`config.mk`:
```
export PLATFORM = sky130hd
export DESIGN_NAME = bin2bcd_seq
export DESIGN_NICKNAME = d
export VERILOG_FILES = /design/src/rtl/bin2bcd_seq_pkg.sv /design/src/rtl/bin2bcd_seq_bcd_add3.sv /design/src/rtl/bin2bcd_seq.sv
export SDC_FILE = /design/constraint.sdc
export NUM_CORES = 1
export LEC_CHECK = 0
export ABC_AREA = 1
export BUFFER_PORTS_ARGS = -buffer_cell sky130_fd_sc_hd__buf_4
export CAP_MARGIN = 30
export CORE_UTILIZATION = 40
export CTS_CLUSTER_SIZE = 24
export DETAILED_ROUTE_END_ITERATION = 16
export SLEW_MARGIN = 20
export SYNTH_ARGS = -nofsm -noshare
export SYNTH_HDL_FRONTEND = slang
export SYNTH_HIERARCHICAL = 1
export SYNTH_SLANG_ARGS = --single-unit
```
`constraint.sdc`:
```
create_clock -name clk -period 1.2 [get_ports clk]
set_input_delay 0.12 -clock clk [delete_from_list [all_inputs] [get_ports clk]]
set_output_delay 0.12 -clock clk [all_outputs]
set_load 0.005 [all_outputs]
```
`src/rtl/bin2bcd_seq_pkg.sv`:
```
// Shared BCD definitions: digit width and converter FSM encoding.
// Reused by the display-side blocks downstream of the converter.
package bin2bcd_seq_pkg;

    localparam int BCD_DIGIT_W = 4;

    typedef enum logic {
        IDLE  = 1'b0,
        SHIFT = 1'b1
    } state_t;

    // True when DIGITS decimal digits can hold every W-bit unsigned value.
    function automatic bit bcd_fits(int w, int digits);
        longint unsigned p;
        longint unsigned maxv;
        p = 1;
        for (int i = 0; i < digits; i++) begin
            p = p * 10;
        end
        maxv = (longint'(1) << w) - 1;
        return p > maxv;
    endfunction

endpackage

```
`src/rtl/bin2bcd_seq_bcd_add3.sv`:
```
// Double-dabble nibble correction: adds 3 to a BCD digit of 5 or more.
module bcd_add3
    import bin2bcd_seq_pkg::*;
(
    input  logic [BCD_DIGIT_W-1:0] din,
    output logic [BCD_DIGIT_W-1:0] dout
);

    assign dout = (din >= 4'd5) ? din + 4'd3 : din;

endmodule

```
`src/rtl/bin2bcd_seq.sv`:
```
// Sequential binary-to-BCD converter, one double-dabble step per clock.
// Holds the last result on bcd until the next conversion completes.
module bin2bcd_seq
    import bin2bcd_seq_pkg::*;
#(
    parameter int W      = 8,
    parameter int DIGITS = 3
) (
    input  logic                          clk,
    input  logic                          rst,
    input  logic                          start,
    input  logic [W-1:0]                  bin,
    output logic                          busy,
    output logic                          done,
    output logic [BCD_DIGIT_W*DIGITS-1:0] bcd
);

    localparam int BW = BCD_DIGIT_W * DIGITS;
    localparam int SW = BW + W;
    localparam int CW = $clog2(W + 1);

    if (W < 1 || !bcd_fits(W, DIGITS)) begin : g_param_chk
        $error("bin2bcd_seq: DIGITS too small for W");
    end

    state_t        state;
    state_t        state_next;
    logic [CW-1:0] count;
    logic [SW-1:0] sh;
    logic [SW-1:0] sh_adj;
    logic [SW-1:0] sh_next;
    logic          accept;
    logic          last;

    assign busy   = (state == SHIFT);
    assign accept = (state == IDLE) && start;
    assign last   = (count == CW'(W - 1));

    for (genvar k = 0; k < DIGITS; k++) begin : g_digit
        bcd_add3 u_add3 (
            .din  (sh[W + BCD_DIGIT_W*k +: BCD_DIGIT_W]),
            .dout (sh_adj[W + BCD_DIGIT_W*k +: BCD_DIGIT_W])
        );
    end

    assign sh_adj[W-1:0] = sh[W-1:0];
    assign sh_next       = sh_adj << 1;

    always_comb begin
        state_next = state;
        unique case (state)
            IDLE:  if (start) state_next = SHIFT;
            SHIFT: if (last)  state_next = IDLE;
            default: state_next = IDLE;
        endcase
    end

    always_ff @(posedge clk) begin
        if (rst) begin
            state <= IDLE;
        end else begin
            state <= state_next;
        end
    end

    always_ff @(posedge clk) begin
        if (rst) begin
            sh    <= '0;
            count <= '0;
            bcd   <= '0;
            done  <= 1'b0;
        end else begin
            done <= 1'b0;
            if (accept) begin
                sh    <= {{BW{1'b0}}, bin};
                count <= '0;
            end else if (state == SHIFT) begin
                sh    <= sh_next;
                count <= count + CW'(1);
                // Final shift: publish the digit field directly from sh_next.
                if (last) begin
                    bcd  <= sh_next[SW-1:W];
                    done <= 1'b1;
                end
            end
        end
    end

endmodule

```
==> impl_metrics.ini, run 1 <==
[setup_path]
path_max_fanout = 4
endpoint_kind = flip-flop
worstSetupStartpointType = flip-flop
crit_arrival_ns = 1.46
crit_slowest_cell = dfxtp_2
crit_type = reg -> reg
crit_chain = inv_4 -> ha_4 -> nand2_4 -> nand2_4 -> nor2_4 -> nand2_1 -> nand2_2 -> nand2_1 -> a21oi_1
required_ns = 1.42
slowest_delay_ns = 0.37
path_buf_inv = 1
cp_top_family = simple AND/OR/NAND/NOR gates

[layout]
diodes = 0
nNetsFinal = 316
layout-drive-gt1-share_pct = 39.5
design_area_um2 = 2500
area_growth_pct = 36.1

[sta]
slew_headroom_pct = 75.6
max_freq_ghz = 0.806
finalCriticalPeriod_ns = 1.24
fin_skew_ns = 0.00287
finalSetupTns_ns = -0.139
setup_viol = 6
tightest_slew_ns = 0.365
post-route-period-util_pct = 103
finalHoldViolations = 0
maxSlewViolCount = 0
setup_ws_ns = -0.0413
rsz0062_at_grt = true

[drt]
drtAntennaViolNets = 0
drt_iter0_drc = 80
drt-total-wl_mm = 4.26
via_per_inst = 4.84
post-route-drc-count = 0
num_vias = 1698
wl_per_cell_um = 12.1
firstDrtPassIters = 4

[pwr]
power_frac_comb_pct = 7.9
peakVddDrop_mv = 0.666
clock_power_share_pct = 38.0
p_leak_nw = 1.07
power.density_nw_per_um2 = 956
p_int_mw = 1.82
switching_share_pct = 23.9
pwr-share-seq_pct = 54.1
p_switching_mw = 0.572

[yosys]
yosys_warnings = 6
syn_nets = 276
syn_area_um2 = 1840
postSynthCellCount = 258
syn_avg_cell_area_um2 = 7.12

[cts]
cts_tree = done
clkSinkCount = 38
root_buffer = clkbuf_8
htreeDepth = 2
clkLatencyLatePin_ns = 0.29
clock_path_buffers = 2
numCtsBuffers = 5
clkSlewWorstSetupHoldPaths_ns = 0.07
postCtsHoldBufs = 0

[run]
drv_cap = 0

[floorplanning]
die_area_um2 = 4870
rows = 24
coreArea_um2 = 4380
die_x_um = 69.8
io_pins = 25
initial_utilization_pct = 41.9
dieHeight_um = 69.8

[global_route]
grt_pass1_wl_mm = 6.99
antenna_found_initial = 0
grt_pass1_vias = 1610
grt_usage_pct = 18.0
grt-ovfl-total = 0
grt_max_degree = 22

[placed_design]
post-place-ws_ns = -0.123
io_buffers = 24
dp_hpwl_mm = 2.73
placed_area_um2 = 2180
gp_congestion = 0.797

[run_status]
status = complete, but fails checks
failed_checks = negative setup slack

[min_path]
hold_class = in -> reg
worst register-to-register path, stage by stage (launching register included):
cell and delay [ns]:
dfxtp_2 0.37, inv_4 0.06, ha_4 0.16, nand2_4 0.07, nand2_4 0.06, nor2_4 0.14, nand2_1 0.08, nand2_2 0.08
nand2_1 0.06, a21oi_1 0.11
placed cells by master, fill, tap and decap left out, types with 7 or more instances in the layout:
cell	instances
a21oi_1	15
nand3_1	18
dfxtp_1	29
nand2_1	85
nand2_2	12
ha_4	7
inv_1	13
inv_2	8
nor2_1	11
nand3_2	11
nor2_4	7
buf_4	41
final timing paths:
kind              endpoint  slack, ns  depth (start not counted)     from
setup / recovery     sh[9]      -0.04                          9    sh[9]
hold / removal       sh[0]       0.02                          2      rst
setup reg to reg     sh[9]      -0.04                          9    sh[9]
hold reg to reg    bcd[11]       0.46                          2  bcd[11]
stage by stage:
step	hold slack, ns	util (%)	power [mW]	instances
2_1_floorplan	0.189	-	1.43	258
3_3_place_gp	0.323	49.6	1.51	342
4_1_cts	0.0110	52.9	2.43	350
6_report	0.0196	57.0	2.39	351
5_1_grt	0.0133	57.0	2.50	351
3_5_place_dp	0.330	49.6	1.51	342
sequential cells by signal, summed over array words and instances (netlist names):
register  count
sh           20
done          1
bcd          12
busy          1
count         4
per-layer routing:
metal	wire length (µm)	vias to the layer above	part of all wire, %	track usage, %
li1	-	892	-	-
met1	1950	766	46	21.4
met2	2060	32	48	30.2
met3	185	8	4.3	4.94
met4	68	0	1.6	7.56
met5	0	-	0	0
cell type report:
class | instances | area, µm²
repair buffers | 44 | 350
flip-flops and latches | 38 | 785
inverters | 23 | 91.3
multi-input cells | 186 | 1120
clock buffers | 7 | 86.3
clock inverters | 1 | 5.00
fillers | 425 | 1880
well taps | 52 | 65.1
repair_timing:
item	4_1_cts	5_1_grt
pin swaps	25	30
endpoints found under the setup margin	18	35
setup buffers	0	1
cloned	0	1
resized for setup	25	44
power groups by stage:
stage	logic [mW]	registers, mW	clock network [mW]
global placement	0.183	1.33	0
floorplan	0.109	1.32	0
finish	0.189	1.29	0.909
CTS	0.185	1.30	0.946
global route	0.213	1.30	0.991
detailed placement	0.183	1.33	0
(Power assumes the default switching activity.)
==> run 2: changes to the inputs <==
==> constraint.sdc (replaced) <==
create_clock -name clk -period 1.5 [get_ports clk]
set_input_delay 0.15 -clock clk [delete_from_list [all_inputs] [get_ports clk]]
set_output_delay 0.15 -clock clk [all_outputs]
set_load 0.005 [all_outputs]
==> run 2 against run 1 <==
  * Total power down 22%
  * The run now ends clean
  * Cell area decreased by 14%
  * Highest routed layer unchanged
  * First-iteration DRC count grew 53%
  * Critical endpoint is now sh[16]
  * Via count fell by 5.9%
  * Critical path type unchanged
==> impl_metrics.ini, run 2 (synthesized netlist as in run 1, its figures left out) <==
[setup_path]
endpoint_kind = flip-flop
crit_type = reg -> reg
slowest_delay_ns = 0.39
path_max_fanout = 5
required_ns = 1.72
crit_chain = inv_1 -> ha_1 -> nor2_4 -> nor2_4 -> a21oi_2 -> nand2_1 -> a21oi_1
worstSetupStartpointType = flip-flop
crit_arrival_ns = 1.56
path_buf_inv = 1
cp_top_family = flip-flops
cp_common_cell = nor2_4
crit_slowest_cell = dfxtp_1

[sta]
setup_viol = 0
hold_slack_ns = 0.0507
finalCriticalPeriod_ns = 1.34
fin_skew_ns = 0.00137
finalSetupTns_ns = 0
slew_headroom_pct = 75.5
finalHoldViolations = 0
tightest_slew_ns = 0.367
max_freq_ghz = 0.746
post-route-period-util_pct = 89.4
rsz0062_at_grt = false
maxSlewViolCount = 0

[cts]
cts-resized-gates = 0
clkLatencyLatePin_ns = 0.29
postCtsHoldBufs = 0
htreeDepth = 2
clkSlewWorstSetupHoldPaths_ns = 0.07
cts_tree = done
numCtsBuffers = 5
cts_setup_buffers = 0
clock_path_buffers = 2
clkSinkCount = 38
root_buffer = clkbuf_8

[floorplanning]
rows = 24
die_x_um = 69.8
coreArea_um2 = 4380
dieHeight_um = 69.8
die_area_um2 = 4870
io_pins = 25
initial_utilization_pct = 41.9

[global_route]
antenna_found_initial = 0
grt_max_degree = 22
grt_pass1_vias = 1529
grt-ovfl-total = 0
grt_usage_pct = 16.9
grt_pass1_wl_mm = 6.58

[layout]
fill_cells = 462
layout_commonest_cell = nand2_1
area_growth_pct = 17.4
largest_reg_flops = 20
layout-drive-gt1-share_pct = 21.1
diodes = 0
nNetsFinal = 303
design_area_um2 = 2160
mostFrequentLayoutCells = nand2_1, dfxtp_1, buf_4
registers.top_by_ff_count = sh
reg.largest.list = sh: 20 flops, bcd: 12 flops, count: 4 flops
final_util_pct = 49.2

[placed_design]
placed_area_um2 = 2070
io_buffers = 24
gp_congestion = 0.902
dp_hpwl_mm = 2.59

[run_status]
status = finished clean

[run]
drv_cap = 0

[drt]
drt-total-wl_mm = 3.68
wl_per_cell_um = 11.0
drt_iter0_drc = 122
via_per_inst = 4.75
drtAntennaViolNets = 0
num_vias = 1597
post-route-drc-count = 0
firstDrtPassIters = 4

[min_path]
hold_class = in -> reg

[pwr]
peakVddDrop_mv = 0.516
power.density_nw_per_um2 = 863
p_leak_nw = 0.958
[run 2: per-stage QoR]
stage | instances | power (mW) | worst slack, ns
floorplan | 258 | 1.14 | 0.281
global placement | 330 | 1.20 | 0.153
detailed placement | 330 | 1.20 | 0.140
finish | 336 | 1.86 | 0.160
CTS | 336 | 1.90 | 0.121
global route | 336 | 1.95 | 0.00724
[run 2: routing by layer]
layer  vias to the layer above  global-route usage [%]  wire [µm]
li1                        863                       -          -
met1                       695                    21.0       1830
met2                        35                    27.0       1590
met3                         4                    6.54        226
met4                         0                    4.67         39
met5                         -                       0          0
[run 2: where the power goes]
part           leakage [nW]  switching [mW]  internal (mW)  total, mW
Clock                0.0431           0.335          0.354      0.689
Sequential            0.308          0.0143           1.03       1.04
Combinational         0.606          0.0779         0.0531      0.131
[run 2: final timing paths]
path                              from      to  slack (ns)  cells after the start
worst max-delay path            sh[12]  sh[16]        0.16                      7
worst min-delay path               rst   sh[0]        0.05                      2
worst max register to register  sh[12]  sh[16]        0.16                      7
worst min register to register   sh[0]   sh[0]        0.46                      2
[run 2: worst reg2reg max path, delay by kind of cell (launching register included)]
kind / cells / cell delay (ns)
compound gates: 2 / 0.27
fa+ha+maj: 1 / 0.24
buf+inv: 1 / 0.09
flops: 1 / 0.39
simple gates: 3 / 0.29
[run 2: cell type report]
class                   instances  area (µm²)  area share [%]
clock buffers                   6        82.6            3.83
repair buffers                 31         233            10.8
inverters                      23        86.3            4.00
multi-input cells             186         928            43.0
flip-flops and latches         38         762            35.3
well taps                      52        65.1            3.02
